[config.mk]
export PLATFORM = sky130hd
export DESIGN_NAME = adc_spi_sequencer
export DESIGN_NICKNAME = d
export VERILOG_FILES = /design/src/rtl/adc_spi_sequencer_pkg.sv /design/src/rtl/adc_spi_sequencer_sample_tick_gen.sv /design/src/rtl/adc_spi_sequencer.sv
export SDC_FILE = /design/constraint.sdc
export NUM_CORES = 1
export LEC_CHECK = 0
export ABC_AREA = 1
export BUFFER_PORTS_ARGS = -buffer_cell sky130_fd_sc_hd__buf_2
export CAP_MARGIN = 15
export CORE_MARGIN = 4
export CORE_UTILIZATION = 46
export CTS_BUF_LIST = sky130_fd_sc_hd__clkbuf_4 sky130_fd_sc_hd__clkbuf_8
export DETAILED_ROUTE_END_ITERATION = 16
export GPL_ROUTABILITY_DRIVEN = 0
export PLACE_DENSITY = 0.78
export SETUP_SLACK_MARGIN = 0.5
export SKIP_LAST_GASP = 1
export SYNTH_ARGS = -nofsm -noshare
export SYNTH_HDL_FRONTEND = slang
export SYNTH_SLANG_ARGS = --single-unit
[constraint.sdc]
create_clock -name clk -period 2.9 [get_ports clk]
set_clock_uncertainty 0.2 [all_clocks]
set_input_delay 0.435 -clock clk [delete_from_list [all_inputs] [get_ports clk]]
set_output_delay 0.435 -clock clk [all_outputs]
set_load 0.1 [all_outputs]
[src/rtl/adc_spi_sequencer_pkg.sv]
// Shared types and command constants for the MCP3002-style ADC sequencer.
// The package is named adc_pkg; it is imported by adc_spi_sequencer and sample_tick_gen.
package adc_pkg;

  typedef enum logic [2:0] {
    ST_IDLE   = 3'd0,
    ST_START0 = 3'd1,
    ST_WAIT0  = 3'd2,
    ST_START1 = 3'd3,
    ST_WAIT1  = 3'd4,
    ST_DONE   = 3'd5
  } state_t;

  localparam logic       CMD_START = 1'b1;
  localparam logic       CMD_SGL   = 1'b1;
  localparam logic       CMD_MSBF  = 1'b1;
  localparam logic [7:0] CMD_BYTE1 = 8'h00;

  localparam int unsigned TICK_CNT_W = 16;

  // First command byte: leading zero, start, single-ended, channel, MSB-first, pad.
  function automatic logic [7:0] cmd_byte0(input logic ch);
    return {1'b0, CMD_START, CMD_SGL, ch, CMD_MSBF, 3'b000};
  endfunction

endpackage

[src/rtl/adc_spi_sequencer_sample_tick_gen.sv]
// Sample-rate period counter: counts 0..PERIOD-1 while enabled and pulses
// tick for one cycle on each wrap; held at zero while disabled.
module sample_tick_gen
  import adc_pkg::*;
#(
  parameter int unsigned PERIOD = 1134
) (
  input  logic clk,
  input  logic rst,
  input  logic enable,
  output logic tick
);

  localparam logic [TICK_CNT_W-1:0] LAST = TICK_CNT_W'(PERIOD - 1);

  logic [TICK_CNT_W-1:0] cnt_q, cnt_d;
  logic                  tick_q, tick_d;

  always_comb begin
    cnt_d  = '0;
    tick_d = 1'b0;
    if (enable) begin
      if (cnt_q == LAST) begin
        tick_d = 1'b1;
      end else begin
        cnt_d = cnt_q + TICK_CNT_W'(1);
      end
    end
  end

  always_ff @(posedge clk or posedge rst) begin
    if (rst) begin
      cnt_q  <= '0;
      tick_q <= 1'b0;
    end else begin
      cnt_q  <= cnt_d;
      tick_q <= tick_d;
    end
  end

  // A wrap registered in the cycle enable falls must not start a conversion.
  assign tick = tick_q & enable;

endmodule

[src/rtl/adc_spi_sequencer.sv]
// Periodic two-byte conversion sequencer in front of a byte-wide SPI master.
// Build option: define ADC_SIGNED_EN to present samples as two's complement.
//
// state   | meaning
// IDLE    | waiting for the sample tick
// START0  | request command byte0 once the master is idle
// WAIT0   | byte0 in flight; reply carries D9..D8
// START1  | request byte1 once the master is idle
// WAIT1   | byte1 in flight; reply carries D7..D0
// DONE    | new sample presented with sample_valid
module adc_spi_sequencer
  import adc_pkg::*;
#(
  parameter int unsigned SAMPLE_PERIOD = 1134,
  parameter int unsigned CHANNEL       = 0
) (
  input  logic       clk,
  input  logic       rst,
  input  logic       enable,
  output logic       spi_start,
  output logic [7:0] spi_data_in,
  input  logic       spi_busy,
  input  logic [7:0] spi_data_out,
  input  logic       spi_new_data,
  output logic [9:0] sample,
  output logic       sample_valid,
  output logic       overrun,
  input  logic       overrun_clr
);

  localparam logic [7:0] BYTE0 = cmd_byte0(CHANNEL[0]);

  state_t     state_q, state_d;
  logic [7:0] data_in_q, data_in_d;
  logic [1:0] hi_q, hi_d;
  logic [9:0] sample_q, sample_d;
  logic       overrun_q, overrun_d;
  logic       tick;
  logic [9:0] raw_code, fmt_code;

  sample_tick_gen #(
    .PERIOD (SAMPLE_PERIOD)
  ) u_tick (
    .clk    (clk),
    .rst    (rst),
    .enable (enable),
    .tick   (tick)
  );

  assign raw_code = {hi_q, spi_data_out};

`ifdef ADC_SIGNED_EN
  // Offset binary to two's complement: midscale 512 becomes zero.
  assign fmt_code = {~raw_code[9], raw_code[8:0]};
`else
  assign fmt_code = raw_code;
`endif

  always_ff @(posedge clk or posedge rst) begin
    if (rst) begin
      state_q <= ST_IDLE;
    end else begin
      state_q <= state_d;
    end
  end

  always_comb begin
    state_d = state_q;
    case (state_q)
      ST_IDLE:   if (tick)          state_d = ST_START0;
      ST_START0: if (!spi_busy)     state_d = ST_WAIT0;
      ST_WAIT0:  if (spi_new_data)  state_d = ST_START1;
      ST_START1: if (!spi_busy)     state_d = ST_WAIT1;
      ST_WAIT1:  if (spi_new_data)  state_d = ST_DONE;
      ST_DONE:                      state_d = ST_IDLE;
      default:                      state_d = ST_IDLE;
    endcase
  end

  always_comb begin
    spi_start    = 1'b0;
    sample_valid = 1'b0;
    case (state_q)
      ST_START0, ST_START1: spi_start    = ~spi_busy;
      ST_DONE:              sample_valid = 1'b1;
      default:              ;
    endcase
  end

  // Transmit byte is loaded on entry to each START state so it is stable
  // for the whole transaction.
  always_comb begin
    data_in_d = data_in_q;
    hi_d      = hi_q;
    sample_d  = sample_q;
    overrun_d = overrun_q;
    if (state_q == ST_IDLE && tick) begin
      data_in_d = BYTE0;
    end
    if (state_q == ST_WAIT0 && spi_new_data) begin
      data_in_d = CMD_BYTE1;
      hi_d      = spi_data_out[1:0];
    end
    if (state_q == ST_WAIT1 && spi_new_data) begin
      sample_d = fmt_code;
    end
    if (overrun_clr) begin
      overrun_d = 1'b0;
    end
    if (tick && state_q != ST_IDLE) begin
      overrun_d = 1'b1;
    end
  end

  always_ff @(posedge clk or posedge rst) begin
    if (rst) begin
      data_in_q <= 8'h00;
      hi_q      <= 2'b00;
      sample_q  <= 10'd0;
      overrun_q <= 1'b0;
    end else begin
      data_in_q <= data_in_d;
      hi_q      <= hi_d;
      sample_q  <= sample_d;
      overrun_q <= overrun_d;
    end
  end

  assign spi_data_in = data_in_q;
  assign sample      = sample_q;
  assign overrun     = overrun_q;

endmodule

Word level (Yosys, flattened, before mapping)
Index checks and enable logic that the tools add are counted.
{ "totals": {"reg_bits": 41, "latchBits": 0, "ramBits": 0, "romBits": 0, "elab_cells": 47, "n_memories": 0} }
{ "op_classes": {"add_sub_neg": 1, "mul": 0, "div_mod_pow": 0, "order_cmp": 0, "n_eq_ne": 11, "n_shift": 0, "muxes": 16, "bitwise_logic": 2, "n_reduce_logical": 10} }
{ "ops": {"columns": ["op", "n"], "rows": [
  ["$mux 16", 2],
  ["$add 16x1->16 const B", 1],
  ["$eq 16x11->1 const B", 1],
  ["$mux 8", 2],
  ["$mux 3", 5],
  ["$pmux 3 s5", 1],
  ["$ne 2x2->1 const B", 5],
  ["$eq 3x2->1 const B", 2],
  ["$eq 3x3->1 const B", 2],
  ["$mux 1", 6],
  ["$reduce_and 5->1", 1],
  ["$logic_and 1x1->1", 4],
  ["$reduce_bool 2->1", 2],
  ["$eq 3x1->1 const B", 1],
  ["$logic_not 3->1", 1],
  ["$reduce_bool 3->1", 1],
  ["$reduce_or 2->1", 1],
  ["$and 1x1->1", 1],
  ["$not 1->1", 1]
]} }

Longest topological paths before layout
Gate-level depths: netlist (run 1).
{ "depth": {"ltp_word": 4, "mapped_depth": 7} }

Hierarchy
A second synthesis (run 1) with hierarchy kept.
{ "hier_totals": {"cells_unflattened": 233, "hier_area_um2": 1813.0} }
{ "modules_own_cells": {"columns": ["module", "instances", "cells_each", "area_per_inst_um2", "seq_area_each_um2"], "rows": [
  ["sample_tick_gen", 1, 129, 953.4, 425.4],
  ["adc_spi_sequencer", 1, 104, 859.6, 425.4]
]} }

Worst setup path before layout (run 1)
No wires, ideal clock.
{ "synth_timing": {"path_type": "register -> output", "start": "reg state_q[2]", "end": "out spi_start", "t_arrival_ns": 2.566, "required_ns": 2.265, "slack_ns": -0.301, "stages_incl_launch_ff": 3, "path_cell_list": "dfrtp_1 -> buf_2 -> nor3_1"} }
{ "synth_between": {"elab_chain_cells": 3} }
{ "synth_rtl": {"columns": ["item", "line_no", "text"], "rows": [
  ["start, declared", "adc_spi_sequencer.sv:33", "state_t state_q, state_d;"],
  ["start signal, assigned", "adc_spi_sequencer.sv:63", "state_q <= state_d;"],
  ["$eq 3x1->1 / $eq 3x2->1 (equally long branches)", "adc_spi_sequencer.sv:83", "case (state_q)"],
  ["$reduce_or 2->1 (*)", "adc_spi_sequencer.sv:83", null],
  ["$mux 1 (*)", "adc_spi_sequencer.sv:83", null],
  ["end, declared", "adc_spi_sequencer.sv:20", "output logic spi_start,"]
]} }
Mark *: on every way between the ends. The rest lies on a longest branch, timed or not.

Final worst setup path (run 1)
{ "layout_timing": {"start": "reg state_q[2]", "end": "out sample_valid"} }
{ "layout_between": {"elab_chain_cells": 2} }
{ "layout_rtl": {"columns": ["item", "line_no", "text"], "rows": [
  ["$eq 3x3->1", "adc_spi_sequencer.sv:83", null],
  ["$mux 1", "adc_spi_sequencer.sv:83", null],
  ["end, declared", "adc_spi_sequencer.sv:26", "output logic sample_valid,"]
]} }
No other way between the ends.

==> results.md, run 1 <==
* Status: finished, final reports clean
* Initial DRC count at 56
* Reg2Reg Depth at 6
* Max-slew violation count at 0
* CTS resizes at 0
* Sink Count at 34
* Yosys reg bits at 34
* Crit path required time at 2270 ps
* Max VDD drop at 0.475 mV
* Comb power frac at 47.0%
* Num CTS Buffers at 5
* Post-Synth Simple-Gate Area at 33.8%
* Register area share after synthesis at 47.7%
* CTS root buf: clkbuf_8
* CTS H-tree depth at 2
* Period utilization at approximately 70%
* Clock power frac at about a fifth
* Final WL at 3360 um
* # DRC at 0
* Num rows at 22
* CTS tree: built
* Count of buffers from port buffering at 29
* Worst path bufs/invs at 2
* Final HPWL DP at 2500 um
* Fmax achieved at 0.490 GHz
* Die ar. at between 4000 and 5000 um^2
* Internal at 0.978 mW
* Syn avg cell area at 7.72 um^2
* CP delay by family, top: buffers and inverters
* Skew-Pair Late Insertion Delay at 280 ps
* Hold Buf Count CTS at 0
* 1st-pass router iterations at 4
* Cell variety after synth at 28
* Horiz. Die Dim at approximately 70 um
* Die Span Y at approximately 70 um
* CP Capture Type: output port
* Starting Density at 48.0%
* Unrepaired setup endpoints after global routing: no
* Cell count after synthesis at 231
* Via count at 1,469
* Vias/cell at 4.72
* Largest net degree at the start of global routing at 35
* Core area at 3720 um^2
* Synth Area in Compound Gates at 4.63%
* Clock Pin Slew Worst Setup and Hold Paths at 70 ps
* Setup Total Neg Slack at 0 ps
* Commonest cells after routing, fill and taps aside: 65 x nand2_1, 40 x nor2_1, 34 x dfrtp_1, 29 x buf_2, 21 x inv_1
* Number of diodes at 0
* Final setup violation count at 0
* Total net switching power at 1.03 mW
* Synth Area in XOR/XNOR at approximately 2.9%
* DR WL/cell at 10.8 um
* Max clock buf depth at 2
* Sw frac at 51.2%
* Max cap viols at 0
* Reg-to-reg endpoint: u_tick.cnt_q[8]$_DFF_PP0_
* FF-to-FF setup slack at 1320 ps
* Max incr delay on CP at 480 ps
* Commonest non-fill, non-tap cell in the layout: nand2_1
* Mux cell area share after synthesis at 0%
* Vias in the first global route at 1,318
* Worst Path Max Fanout at 8
* Top Ports at 35
* Crit Path Class: register to output port
* Post-CTS Setup Bufs at 0
* Crit path time final at about 2000 ps
* Post-Synthesis Cell Area at 1780 um^2
* Crit-path cells: inv_1, nor3_2, buf_2
* Adder-cell share of the synthesized area at approximately 1.4%
* First-pass GRT wire length at 5730 um
* GRT Total Usage at 14.3%
* Grt ovf at 0
* Area delta synth->final at 15.2%
* Sequential share of power at 32.2%
* CP startpoint kind: register
* RR Startpoint: u_tick.cnt_q[0]$_DFF_PP0_
* Arrival @ worst endpoint at 1400 ps
* Leak at just over 1 nW
* DP Area at ~1900 um^2
* Power Density at 975 nW/um^2
* Final nets at roughly 280
* Largest family of logic cells by synthesized area: simple AND/OR/NAND/NOR gates
* Final hold vios at 0
* Slowest CP cell: dfrtp_1
* Overall power at 2.00 mW
* Final ANT Viol Nets at 0
* Antenna violations before repair at 0
* Layout cells sized above 1 at 20.2%
* Synth warn at 0
* Hold crit path type: input port to asynchronous set/reset pin
* Post-route cell area at 2050 um^2
==> final cells by class <==
class	instances	area [um^2]
Fill cell	353	1660
Sequential cell	34	851
Multi-Input combinational cell	168	792
Timing Repair Buffer	30	153
Inverter	23	88.8
Clock buffer	5	68.8
Tap cell	48	60.1
Clock inverter	3	40.0
==> how the worst max path moves through the flow <==
| stage | start | endpoint | slack, ps | cells after the start |
|---|---|---|---|---|
| after floorplan | state_q[2]$_DFFE_PP0P_ | spi_start | 550 | 2 |
| after global placement | spi_busy | spi_start | 1150 | 3 |
| after detailed placement | spi_busy | spi_start | 1120 | 3 |
| after CTS | state_q[0]$_DFFE_PP0P_ | sample_valid | 850 | 3 |
| after global routing | state_q[2]$_DFFE_PP0P_ | sample_valid | 740 | 3 |
| final | state_q[2]$_DFFE_PP0P_ | sample_valid | 860 | 3 |
==> routing by layer <==
layer / up-vias / track usage [%] / routed length (um)
li1: 770 / - / -
met1: 663 / 18.4 / 1570
met2: 29 / 23.5 / 1650
met3: 7 / 3.88 / 106
met4: 0 / 3.83 / 34
met5: - / 0 / 0
==> worst min-delay path, delay by kind of cell <==
family | cells | cell delay (ps)
buffers and inverters | 3 | 500
==> power by group through the flow <==
stage | combinational (mW) | clock, mW | sequential (mW)
final | 0.940 | 0.417 | 0.645
after global routing | 0.997 | 0.449 | 0.662
after CTS | 0.946 | 0.428 | 0.647
after detailed placement | 0.941 | 0 | 0.656
after global placement | 0.931 | 0 | 0.647
after floorplan | 0.305 | 0 | 1.15
==> stage by stage <==
stage / hold slack (ps) / util, % / instances / worst slack, ps
finish: 23.4 / 55.3 / 311 / 860
global route: 66.6 / 55.3 / 311 / 742
CTS: 37.6 / 55.3 / 311 / 855
detailed placement: 258 / 52.3 / 303 / 1120
global placement: 250 / 52.3 / 303 / 1150
floorplan: 280 / - / 235 / 547
==> Yosys cell counts (all sizes together) <==
cell,number,area [um^2]
a21oi,2,10.0
a31oi,1,6.26
buf,10,76.3
clkinv,1,3.75
conb,1,3.75
dfrtp,34,851
ha,2,25.0
inv,22,85.1
nand2,69,274
nand3,18,90.1
nand4,3,18.8
nor2,46,193
nor3,4,20.0
nor3b,1,7.51
o21ai,9,52.6
o21bai,1,7.51
o22ai,1,6.26
xnor2,3,26.3
xor2,3,26.3
==> state kept, by name, summed over array words and instances (netlist names) <==
name	count
state_q	3
sample	10
u_tick.cnt_q	16
overrun	1
u_tick.tick_q	1
spi_data_in	1
hi_q	2
==> kinds of logic (layout without fill, tap and decap cells) <==
| kind of cell | count (synthesis) | in the layout |
|---|---|---|
| AO/OA/AOI/OAI | 14 | 14 |
| XOR/XNOR | 6 | 6 |
| adder cells (fa/ha/maj) | 2 | 2 |
| flip-flops | 34 | 34 |
| other | 1 | 5 |
| AND/OR/NAND/NOR | 141 | 141 |
| buffers and inverters | 33 | 61 |
Note: power is estimated with default switching activity, not from simulation.
==> inputs of run 2 (changes only) <==
==> constraint.sdc (replaced) <==
create_clock -name clk -period 2.1 [get_ports clk]
set_clock_uncertainty 0.2 [all_clocks]
set_input_delay 0.315 -clock clk [delete_from_list [all_inputs] [get_ports clk]]
set_output_delay 0.315 -clock clk [all_outputs]
set_load 0.1 [all_outputs]
==> results.md, run 2 (same netlist as run 1, synthesis figures left out) <==
* Status: finished, final reports clean
* 1st-pass router iterations at 4 (unchanged)
* Grt ovf at 0 (unchanged)
* Worst Path Max Fanout at 4 (-4)
* Vias/cell at 4.84 (+2.6%)
* Final HPWL DP at 2600 um (+4.2%)
* Top Ports at 35 (unchanged)
* Max incr delay on CP at 380 ps (-100 ps)
* Final WL at 3630 um (+7.8%)
* Origin of the worst setup path: state_q[0]$_DFFE_PP0P_
* HP Start: overrun_clr
* Period utilization at 79.2%
* Crit-path cells: inv_2, nor3_4, buf_12
* Max VDD drop at 0.771 mV (+62%)
* Max clock buf depth at 2 (unchanged)
* Power Density at 1310 nW/um^2 (+34%)
* CTS H-tree depth at 2 (unchanged)
* Util after Layout at 58.6% (+3.3 points)
* DP Worst Slack at 394 ps (-728 ps)
* CP delay by family, top: flip-flops
* Final ANT Viol Nets at 0 (unchanged)
* Number of diodes at 0 (unchanged)
* Initial DRC count at 58 (+3.6%)
* Count of buffers from port buffering at 29 (unchanged)
* Die ar. at 4940 um^2 (unchanged)
* Top reg by flops: u_tick.cnt_q
* CTS tree: built
* Vias in the first global route at 1,501 (+14%)
* Max-slew violation count at 0 (unchanged)
* # fillers at 349 (-1.1%)
* Hold crit path type: input port to register
* Slowest CP cell: dfrtp_1
* CP endpoint: spi_start
* Max reg flops at 16 (unchanged)
* Num CTS Buffers at 5 (unchanged)
* DR WL/cell at 11.5 um (+6.5%)
* Commonest non-fill, non-tap cell in the layout: nand2_1
* Num rows at 22 (unchanged)
* Worst path bufs/invs at 2 (unchanged)
* Fmax achieved at 0.601 GHz
* CTS root buf: clkbuf_8
* Final setup violation count at 0 (unchanged)
* Crit path required time at 1580 ps (-690 ps)
* Final hold vios at 0 (unchanged)
* First-pass GRT wire length at 6560 um (+15%)
* Hold slack final at 15.2 ps (-8.25 ps)
* FF-to-FF setup slack at 600 ps (-720 ps)
* Horiz. Die Dim at 70.3 um (unchanged)
* Final nets at 282 (+1.4%)
* Reg2Reg Depth at 7 (+1)
* Worst path depth at 3 (unchanged)
* Die Span Y at 70.3 um (unchanged)
* Layout cells sized above 1 at 24.0% (+3.8 points)
* Commonest cells after routing, fill and taps aside: 64 x nand2_1, 40 x nor2_1, 31 x dfrtp_1, 19 x inv_1, 18 x nand3_1
* # DRC at 0 (unchanged)
* Unrepaired setup endpoints after global routing: yes
* Largest net degree at the start of global routing at 35 (unchanged)
* Arrival @ worst endpoint at 1150 ps (-250 ps)
* Reg-to-reg endpoint: state_q[2]$_DFFE_PP0P_
* Sink Count at 34 (unchanged)
* Skew-Pair Late Insertion Delay at 290 ps (about the same)
* Max cap viols at 0 (unchanged)
* Starting Density at 48.0% (unchanged)
* Core area at 3720 um^2 (unchanged)
* Via count at 1,526 (+3.9%)
* RR Startpoint: state_q[1]$_DFFE_PP0P_
* Final worst slack at 437 ps (-423 ps)
* GRT Total Usage at 16.3% (+2.0 points)
* Setup Total Neg Slack at 0 ps (unchanged)
* Clock Pin Slew Worst Setup and Hold Paths at 70 ps (about the same)
* CP Capture Type: output port
* Crit Path Class: register to output port
* Antenna violations before repair at 0 (unchanged)
* Crit path time final at 1660 ps
* Area delta synth->final at 22.1%
* CP startpoint kind: register
* Leak at 1.03 nW (+0.29%)
run 2: changes by cell type in the layout (fill, tap and decap cells not counted), sizes merged:
cell	delta
buf	-7
clkinvlp	+1
inv	-1
dlygate4sd3	+1
clkbuf	+11
bufinv	-1
run 2: worst min path at each step:
stage / end / cells after the start
2_1_floorplan: overrun$_DFFE_PP0P_ / 1
3_3_place_gp: sample[1]$_DFFE_PP0P_ / 3
3_5_place_dp: sample[9]$_DFFE_PP0P_ / 3
4_1_cts: overrun$_DFFE_PP0P_ / 2
5_1_grt: overrun$_DFFE_PP0P_ / 2
6_report: overrun$_DFFE_PP0P_ / 2
run 2: area by class of cell:
class / instances / area [um^2] / area share (%)
Sequential cell: 34 / 855 / 39.3
Multi-Input combinational cell: 168 / 828 / 38.0
Timing Repair Buffer: 34 / 248 / 11.4
Inverter: 23 / 91.3 / 4.20
Clock buffer: 6 / 82.6 / 3.79
Tap cell: 48 / 60.1 / 2.76
Clock inverter: 2 / 12.5 / 0.575
run 2: where the power goes:
part | leakage (nW) | internal [mW] | switching, mW
combinational | 0.530 | 0.312 | 1.16
clock | 0.0472 | 0.263 | 0.242
sequential | 0.451 | 0.799 | 0.0789
run 2: timing repair:
action | in CTS | in global routing
endpoints found under the hold margin | 34 | 0
endpoints found under the setup margin | 5 | 29
hold buffers | 1 | 0
gates cloned | 0 | 0
pin swaps | 1 | 1
setup buffers | 3 | 0
gates resized for setup | 13 | 17
run 2: stage by stage:
step | std cells | power, mW | cell area [um^2]
floorplan | 235 | 2.03 | 1830
finish | 315 | 2.85 | 2180
global placement | 303 | 2.20 | 1960
CTS | 315 | 2.80 | 2130
detailed placement | 303 | 2.22 | 1960
global route | 315 | 3.00 | 2180
run 2: per-layer routing:
metal,part of all wire (%),global-route usage (%),up-vias,wire (um)
li1,-,-,776,-
met1,47,20.5,713,1690
met2,47,26.7,28,1720
met3,3.8,3.88,9,137
met4,2.1,6.60,0,78
met5,0,0,-,0
==> inputs of run 3 (changes only) <==
--- a/config.mk
+++ b/config.mk
@@ -5,7 +5,7 @@
 export SDC_FILE = /design/constraint.sdc
 export NUM_CORES = 1
 export LEC_CHECK = 0
-export ABC_AREA = 1
+export ABC_AREA = 0
 export BUFFER_PORTS_ARGS = -buffer_cell sky130_fd_sc_hd__buf_2
 export CAP_MARGIN = 15
 export CORE_MARGIN = 4
@@ -13,7 +13,7 @@
 export CTS_BUF_LIST = sky130_fd_sc_hd__clkbuf_4 sky130_fd_sc_hd__clkbuf_8
 export DETAILED_ROUTE_END_ITERATION = 16
 export GPL_ROUTABILITY_DRIVEN = 0
-export PLACE_DENSITY = 0.78
+export PLACE_DENSITY = 0.79
 export SETUP_SLACK_MARGIN = 0.5
 export SKIP_LAST_GASP = 1
 export SYNTH_ARGS = -nofsm -noshare
==> constraint.sdc (replaced) <==
create_clock -name clk -period 1.72 [get_ports clk]
set_clock_uncertainty 0.2 [all_clocks]
set_input_delay 0.258 -clock clk [delete_from_list [all_inputs] [get_ports clk]]
set_output_delay 0.258 -clock clk [all_outputs]
set_load 0.1 [all_outputs]
==> results.md, run 3 <==
* Status: complete, but fails checks
* Violated checks: negative setup slack
* Final ANT Viol Nets at 0 (unchanged)
* Largest cells by area after synthesis: dfrtp_1 52%, mux2_2 8.3%, xnor2_1 7.0%
* Slowest CP cell: dfrtp_1
* Max reg flops at 16 (unchanged)
* FF-to-FF setup slack at -210 ps (-810 ps)
* Max cap viols at 0 (unchanged)
* Final hold vios at 0 (unchanged)
* Number of flops mapped to enable cells by yosys at 0 (unchanged)
* CTS H-tree depth at 2 (unchanged)
* Max incr delay on CP at 420 ps (+40 ps)
* Worst Path Max Fanout at 10 (+6)
* Grt ovf at 0 (unchanged)
* First-pass GRT wire length at 7330 um (+12%)
* Unrepaired setup endpoints after global routing: yes
* RR Startpoint: state_q[2]$_DFFE_PP0P_
* # DRC at 0 (unchanged)
* Horiz. Die Dim at 67.6 um (-3.8%)
* Via count at 1,493 (-2.2%)
* Vias in the first global route at 1,448 (-3.5%)
* Overall power at 4.19 mW (+47%)
* Period utilization at 112%
* Commonest non-fill, non-tap cell in the layout: buf_4
* HP Start: enable
* Leading area contributor after synthesis: dfrtp_1
* Layout cells sized above 1 at 62.3% (+38 points)
* Leak at 1.13 nW (+9.8%)
* Final setup violation count at 16 (+16)
* Max clock buf depth at 2 (unchanged)
* Num CTS Buffers at 5 (unchanged)
* Largest net degree at the start of global routing at 35 (unchanged)
* WHS Path Cells at 3 (+1)
* Vias/cell at 5.72 (+18%)
* Crit-path cells: inv_2, nor3_2, and2_4, buf_12, mux2_4
* 1st-pass router iterations at 4 (unchanged)
* Final HPWL DP at 2300 um (-11%)
* Top Ports at 35 (unchanged)
* Cell count after synthesis at 149 (-35%)
* Syn avg cell area at 11.0 um^2 (+42%)
* Setup Total Neg Slack at -2010 ps (-2010 ps)
* Crit path required time at 1760 ps (+180 ps)
* Final nets at 230 (-18%)
* Count of buffers from port buffering at 29 (unchanged)
* Number of diodes at 0 (unchanged)
* Crit path time final at between 1500 and 2000 ps
* Power Density at 1560 nW/um^2 (+19%)
* Die Span Y at 67.6 um (-3.8%)
* Core area at 3390 um^2 (-8.8%)
* Initial DRC count at 180 (+210%)
* Antenna violations before repair at 0 (unchanged)
* Die ar. at 4560 um^2 (-7.5%)
* Hold path endpoint: u_tick.tick_q$_DFF_PP0_
* Skew-Pair Late Insertion Delay at 370 ps (+80 ps)
* Yosys reg bits at 34 (unchanged)
* Commonest cells in the netlist: 34 x dfrtp_1, 21 x nor2_1, 13 x xnor2_1, 12 x mux2_2, 9 x buf_4
* GRT Total Usage at 22.9% (+6.7 points)
* Sink Count at 34 (unchanged)
* CTS root buf: clkbuf_4
* DR WL/cell at 23.3 um (+100%)
* Max-slew violation count at 0 (unchanged)
* Max VDD drop at 0.626 mV (-19%)
* Cell variety after synth at 32 (+14%)
* Area delta synth->final at 64.6%
* Commonest cells after routing, fill and taps aside: 19 x buf_4, 17 x dfrtp_2, 16 x dfrtp_1, 15 x buf_12, 13 x buf_2
* Top reg by flops: u_tick.cnt_q
* Starting Density at 48.1% (+0.16 points)
* Fmax achieved at 0.518 GHz
* CTS tree: built
* Post-synth top area share at 52.1% (+4.4 points)
* Arrival @ worst endpoint at 1970 ps (+820 ps)
* # fillers at 163 (-53%)
* Count leader, synth: dfrtp_1
* CP startpoint kind: register
* CP Capture Type: register
* Reg2Reg Depth at 5 (-2)
* Final worst slack at -211 ps (-648 ps)
* Final WL at 6070 um (+67%)
* Post-synth ARST share at 100% (unchanged)
* Post-Synthesis Cell Area at 1630 um^2 (-8.5%)
* Crit Path Class: register to register
* Num rows at 21 (-4.5%)
* Synth warn at 0 (unchanged)
* Register area share after synthesis at 52.1% (+4.4 points)
* Main synth FF type: dfrtp_1
* Clock Pin Slew Worst Setup and Hold Paths at 110 ps (+40 ps)
* Hold crit path type: input port to register
* Reg-to-reg endpoint: sample[3]$_DFFE_PP0P_
## run 3: cell count changes in the layout (fill, tap and decap cells not counted), sizes merged, moves of 10 or more
cell         before  now
dlygate4sd3       1   11
xnor2             3   13
nand3            18    5
inv              21    7
buf              23   52
nand2            69   10
nor2             46   23
clkbuf           16    6
mux2              0   12
## run 3: worst max path at each step
| stage | slack (ps) | end | cells past startpoint | startpoint |
|---|---|---|---|---|
| floorplan | -70 | sample_valid | 2 | state_q[1]$_DFFE_PP0P_ |
| global placement | 50 | u_tick.cnt_q[12]$_DFF_PP0_ | 5 | u_tick.cnt_q[0]$_DFF_PP0_ |
| detailed placement | 30 | u_tick.cnt_q[12]$_DFF_PP0_ | 5 | u_tick.cnt_q[0]$_DFF_PP0_ |
| CTS | -20 | sample_valid | 3 | state_q[1]$_DFFE_PP0P_ |
| global route | -200 | sample[3]$_DFFE_PP0P_ | 5 | state_q[2]$_DFFE_PP0P_ |
| finish | -210 | sample[3]$_DFFE_PP0P_ | 5 | state_q[2]$_DFFE_PP0P_ |
## run 3: cells by family (layout without fill, tap and decap cells)
logic type	count (synthesis)	in the layout	synth area share, %
other cells	1	5	0.230
xor+xnor	15	15	8.05
compound gates	7	7	2.68
flops	34	34	52.1
simple gates	61	62	21.0
fa+ha+maj	2	2	1.53
buf+inv	17	78	6.06
mux	12	12	8.28
## run 3: final cells by class
cell class / instances / area [um^2] / share of cell area (%)
flip-flops and latches: 34 / 876 / 32.6
clock buffers: 6 / 45.0 / 1.68
well taps: 46 / 57.6 / 2.14
clock inverters: 2 / 10.0 / 0.373
inverters: 7 / 26.3 / 0.979
multi-input cells: 103 / 992 / 37.0
repair buffers: 63 / 678 / 25.3
## run 3: timing repair
| action | CTS | global route |
|---|---|---|
| hold endpoints to repair | 46 | 0 |
| resized for setup | 81 | 28 |
| gates cloned | 1 | 0 |
| setup endpoints to repair | 47 | 50 |
| pin swaps | 11 | 6 |
| setup buffers | 11 | 6 |
| hold buffers | 11 | 0 |
## run 3: per-stage QoR
stage          utilization, %  std cells  worst slack (ps)  instance area, um^2  hold WS [ps]
6_report                 79.2        261              -211                 2690           115
5_1_grt                  79.2        261              -204                 2690           111
4_1_cts                  74.2        255             -24.0                 2520          23.6
3_5_place_dp             57.4        224              32.4                 1950           167
3_3_place_gp             57.4        224              52.6                 1950           159
2_1_floorplan               -        153             -69.1                 1770           164
## run 3: power breakdown
| part | leakage (nW) | internal, mW | total, mW | switching [mW] |
|---|---|---|---|---|
| registers | 0.426 | 0.993 | 1.21 | 0.221 |
| clock network | 0.0354 | 0.172 | 0.484 | 0.312 |
| logic | 0.667 | 0.985 | 2.49 | 1.50 |
## run 3: routing by layer
| layer | up-vias | track usage (%) | wire (um) |
|---|---|---|---|
| li1 | 619 | - | - |
| met1 | 752 | 24.7 | 2340 |
| met2 | 98 | 40.0 | 2980 |
| met3 | 24 | 6.66 | 474 |
| met4 | 0 | 12.7 | 273 |
| met5 | - | 0 | 0 |
## run 3: worst max-delay path: cells and delay by family (launching register included)
kind / cells / cell delay [ps]
multiplexers: 1 / 320
flip-flops: 1 / 420
buffers and inverters: 2 / 240
AND/OR/NAND/NOR: 2 / 640
